`config.mk`:
```
export PLATFORM = sky130hd
export DESIGN_NAME = line_fill_engine
export DESIGN_NICKNAME = d
export VERILOG_FILES = /design/src/rtl/line_fill_engine.sv
export SDC_FILE = /design/constraint.sdc
export NUM_CORES = 1
export LEC_CHECK = 0
export ABC_AREA = 1
export ABC_CLOCK_PERIOD_IN_PS = 20800
export CAP_MARGIN = 20
export CORE_MARGIN = 2
export CORE_UTILIZATION = 35
export CTS_CLUSTER_DIAMETER = 50
export DETAILED_ROUTE_END_ITERATION = 10
export GPL_TIMING_DRIVEN = 0
export PLACE_DENSITY = 0.57
export SLEW_MARGIN = 15
export SYNTH_ARGS = -nofsm -noshare
export SYNTH_HDL_FRONTEND = slang
export SYNTH_SLANG_ARGS = --single-unit
```
`constraint.sdc`:
```
create_clock -name MEM_CLK -period 20.8 [get_ports MEM_CLK]
set_input_delay 4.16 -clock MEM_CLK [delete_from_list [all_inputs] [get_ports MEM_CLK]]
set_output_delay 4.16 -clock MEM_CLK [all_outputs]
set_load 0.005 [all_outputs]
```
`src/rtl/line_fill_engine.sv`:
```
// Refill sequencer: reads one aligned cache line word-by-word from main memory, then writes it to L1 in one cycle.
// Latency: a fill accepted at edge k raises line_we/fill_done W*(L+1) edges later, where L is the memory valid delay.
// Backpressure: none queued; miss_req is ignored while busy, mm_valid is waited on in READ, clr aborts any fill.
module line_fill_engine #(
    parameter int ADDR_SIZE      = 14,
    parameter int WORD_SIZE      = 32,
    parameter int WORDS_PER_LINE = 8
) (
    input  logic                                MEM_CLK,
    input  logic                                RST,
    input  logic                                clr,
    input  logic                                miss_req,
    input  logic [ADDR_SIZE-1:0]                miss_addr,
    output logic                                busy,
    output logic                                mm_re,
    output logic [ADDR_SIZE-1:0]                mm_addr,
    output logic                                mm_rst,
    input  logic                                mm_valid,
    input  logic [WORD_SIZE-1:0]                mm_data,
    output logic                                line_we,
    output logic [ADDR_SIZE-1:0]                line_addr,
    output logic [WORDS_PER_LINE*WORD_SIZE-1:0] line_data,
    output logic                                fill_done
);

    localparam int CW = $clog2(WORDS_PER_LINE);
    localparam int LW = WORDS_PER_LINE * WORD_SIZE;

    typedef enum logic [1:0] {
        IDLE  = 2'd0,
        READ  = 2'd1,
        GAP   = 2'd2,
        WRITE = 2'd3
    } state_t;

    state_t               state_q, state_d;
    logic [CW-1:0]        cnt_q, cnt_d;
    logic [ADDR_SIZE-1:0] base_q, base_d;
    logic [LW-1:0]        line_buf_q;
    logic [ADDR_SIZE-1:0] line_addr_q;
    logic [LW-1:0]        line_data_q;

    // Capture a word only when it answers our own READ request; clr wins over a coincident valid.
    logic buf_we;
    // The last GAP of a fill publishes the completed line; the published copy survives later aborts and refills.
    logic line_load;

    // State register, word counter and latched line base.
    always_ff @(posedge MEM_CLK or posedge RST) begin
        if (RST) begin
            state_q <= IDLE;
            cnt_q   <= '0;
            base_q  <= '0;
        end else begin
            state_q <= state_d;
            cnt_q   <= cnt_d;
            base_q  <= base_d;
        end
    end

    // Next-state logic and registered-state output decodes.
    always_comb begin
        state_d   = state_q;
        cnt_d     = cnt_q;
        base_d    = base_q;
        busy      = (state_q != IDLE);
        mm_re     = 1'b0;
        mm_addr   = '0;
        mm_rst    = clr;
        line_we   = 1'b0;
        fill_done = 1'b0;
        buf_we    = 1'b0;
        line_load = 1'b0;

        case (state_q)
            IDLE: begin
                if (miss_req) begin
                    base_d  = miss_addr & ~ADDR_SIZE'(WORDS_PER_LINE - 1);
                    cnt_d   = '0;
                    state_d = READ;
                end
            end
            READ: begin
                mm_re   = 1'b1;
                // Base low bits are zero, so OR-ing the counter never carries out of the line.
                mm_addr = base_q | ADDR_SIZE'(cnt_q);
                if (mm_valid) begin
                    buf_we  = !clr;
                    state_d = GAP;
                end
            end
            GAP: begin
                mm_rst = 1'b1;
                if (cnt_q == CW'(WORDS_PER_LINE - 1)) begin
                    line_load = !clr;
                    state_d   = WRITE;
                end else begin
                    cnt_d   = cnt_q + 1'b1;
                    state_d = READ;
                end
            end
            WRITE: begin
                line_we   = 1'b1;
                fill_done = 1'b1;
                state_d   = IDLE;
            end
            default: state_d = IDLE;
        endcase

        if (clr) begin
            state_d = IDLE;
            cnt_d   = '0;
        end
    end

    // Word buffer: each returning word lands in the slot selected by the word counter.
    always_ff @(posedge MEM_CLK or posedge RST) begin
        if (RST) begin
            line_buf_q <= '0;
        end else begin
            for (int i = 0; i < WORDS_PER_LINE; i++) begin
                if (buf_we && (cnt_q == CW'(i))) begin
                    line_buf_q[i*WORD_SIZE +: WORD_SIZE] <= mm_data;
                end
            end
        end
    end

    // Published line: loaded on entry to WRITE and held until the next completed fill.
    always_ff @(posedge MEM_CLK or posedge RST) begin
        if (RST) begin
            line_addr_q <= '0;
            line_data_q <= '0;
        end else if (line_load) begin
            line_addr_q <= base_q;
            line_data_q <= line_buf_q;
        end
    end

    assign line_addr = line_addr_q;
    assign line_data = line_data_q;

endmodule
```
==> flow_summary.ini <==
[outcome]
status = complete, no violations

[worst_setup_path]
critPathBufInv = 3
cp.depth = 4
rr_worst_depth = 10
worstPathArrival_ns = 5.54
crit_type = in -> out
worst_path_largest_cell_delay_ns = 0.56
crit_required_ns = 16.64
crit_family = buffers and inverters
crit_slowest_cell = clkdlybuf4s50_1
startpoint_type = input port
worstPathMaxFanout = 8
endpoint_kind = primary output
path_common_cell = clkdlybuf4s50_1
path_cells = clkdlybuf4s50_1 -> inv_1 -> nand2_1 -> clkdlybuf4s50_1

[logic_synthesis]
yosys.area.top_type = dfrtp_1
netlist_area_um2 = 21470
synth.most_common_cell = nand2_1
synthCells = 2421
synth-edff-count = 0
avgSynthCellArea_um2 = 8.870
yosysWarnings = 0
synth_area_leaders = dfrtp_1 63%, nand2_1 19%, nand3_1 12%
synth_cell_types = 19
ys_ff_latch = 539
async_flop_share_pct = 100.0
synthTopCellsByCount = 1062 x nand2_1, 539 x dfrtp_1, 513 x nand3_1, 87 x clkbuf_1, 68 x buf_2
synth_ff_type = dfrtp_1
ys_seq_area_share_pct = 62.81
synth_top_area_share_pct = 62.81

[clock_tree]
cts_resized = 0
cts_tree = done
cts.clk_slew.worst_paths_ns = 0.06
numCtsBuffers = 66
cts_root_buffer = clkbuf_16
cts_sinks = 539
clkLatencyLatePin_ns = 0.61
h-tree-depth = 3
clock_path_buffers = 3
cts_hold_buffers = 0
cts_setup_buffers = 0

[global_routing]
grt_start_max_net_pins = 118
antenna_found_initial = 0
grt_pass1_vias = 17740
grt_overflow = 0
grt_pass1_wl_um = 110300
grt_use_total_pct = 23.46

[timing]
fin_hold_ws_ns = 0.4675
period_share_pct = 46.64
maxSlewViolCount = 0
slew_headroom_pct = 27.13
finalSetupViolCount = 0
period_minus_slack_ns = 9.701
worstMarginPinSlew_ns = 1.093
fmax_ghz = 0.1031
hold_viol = 0
rsz0062_at_grt = no
clock_skew_ns = 0.02106

[cells_and_area]
seqCellArea_um2 = 13490
syn2layout_area_growth_pct = 29.34
final_cell_area_um2 = 27780
nets = 2854
layout-drive-gt1-share_pct = 8.046
multi_input_area_um2 = 6932
utilization_pct = 45.93
diodes = 0
nFillCells = 5730
instances_no_fill = 3628

[min_path]
hold_class = reg -> reg
hold_depth = 2

[placed_design]
routabilityCongestion = 0.8148
hpwlAfterDp_um = 50460
dpl_cell_area_um2 = 25620
dp_cells = 3511
io_buffers = 301

[power_and_ir_drop]
leakagePower_uw = 0.01482
powerDensity_nw_per_um2 = 85.22
vdd.ir_drop.worst_mv = 0.04666

[drt]
wl_per_cell_um = 20.44
remaining_drc_errors = 0
vias = 18110
ant_nets = 0
wl_um = 74170
viasPerCell = 4.993
drtIter0Drc = 1683
first_pass_iters = 7

[floorplanning]
io_pins = 340
initial_core_util_pct = 35.51
die_h_um = 251.7
std_cell_rows = 90
dieArea_um2 = 63350
die_w_um = 251.7
core_area_um2 = 60470

[run]
maxCapViolCount = 0
==> sequential cells by signal, summed over array words and instances, names as in the netlist <==
signal / flops
line_addr: 11
line_data: 256
state_q: 2
line_buf_q: 256
base_q: 11
cnt_q: 3
==> cell usage in the layout, fill, tap and decap left out <==
cell and n:
inv_6 8, buf_1 4, nor2_2 1, clkinv_4 2, clkdlybuf4s50_1 301, bufinv_16 2
o21ai_0 15, clkbuf_2 31, clkbuf_16 69, nand4_1 3, or2_2 1, clkbuf_8 11
a21oi_1 11, buf_16 5, nand3_1 513, nor2_1 33, buf_4 15, nand2_1 1062
buf_2 68, ha_1 6, clkbuf_1 99, clkinvlp_4 6, nand2_2 1, conb_1 3
inv_1 28, clkinv_2 6, dfrtp_1 539, inv_8 2, inv_2 1
==> cells by family after synthesis <==
logic type	count (synthesis)	synth area share [%]
and+or+nand+nor	1614	31.27
DFF	539	62.81
buffers and inverters	235	4.947
AOI/OAI and AO/OA	26	0.6059
adders and majority gates	6	0.3496
other	1	0.01746
==> report_power, final <==
| group | total [uW] | internal (uW) | switching, uW |
|---|---|---|---|
| Sequential | 1100 | 1080 | 19.9 |
| Combinational | 127 | 32.9 | 93.8 |
| Clock | 1140 | 677 | 463 |
| Total | 2370 | 1790 | 577 |
==> worst min-delay path: cells and delay by family, from the launching register on <==
| kind | cells | cell delay (ns) |
|---|---|---|
| simple gates | 2 | 0.11 |
| flops | 1 | 0.34 |
==> cell type report <==
cell class	instances	area share (%)
multi-input cells	1649	24.96
well taps	782	3.523
flip-flops and latches	539	48.56
repair buffers	306	11.34
inverters	30	0.4325
plain buffers	205	3.419
clock inverters	25	0.8424
clock buffers	92	6.924
==> metal layers <==
layer  track usage [%]  share of wire, %  up-vias
met5                 0                 0        -
met4             9.184               3.4        0
met3             4.054               5.7      120
met2             38.50                48      550
met1             31.03                43     8967
li1                  -                 -     8477
==> path summary, 6_finish.rpt <==
path	slack [ns]	start	to
max	11.10	clr	mm_rst
min reg2reg	0.47	line_data[254]$_DFFE_PP0P_	line_data[254]$_DFFE_PP0P_
min	0.47	line_data[254]$_DFFE_PP0P_	line_data[254]$_DFFE_PP0P_
min in group asynchronous	3.98	RST	line_data[17]$_DFFE_PP0P_
max in group asynchronous	15.30	RST	line_buf_q[110]$_DFFE_PP0P_
max reg2reg	17.73	cnt_q[0]$_DFFE_PP0P_	line_data[92]$_DFFE_PP0P_
==> per-stage QoR <==
stage	setup slack [ns]	total power, uW	TNS (ns)
after floorplan	1.575	1185	0
after global placement	-4.140	1241	-2197.89
after detailed placement	11.09	1247	0
after CTS	11.09	2387	0
after global routing	11.08	2448	0
final	11.10	2367	0
Power figures use the tool's default switching activity.
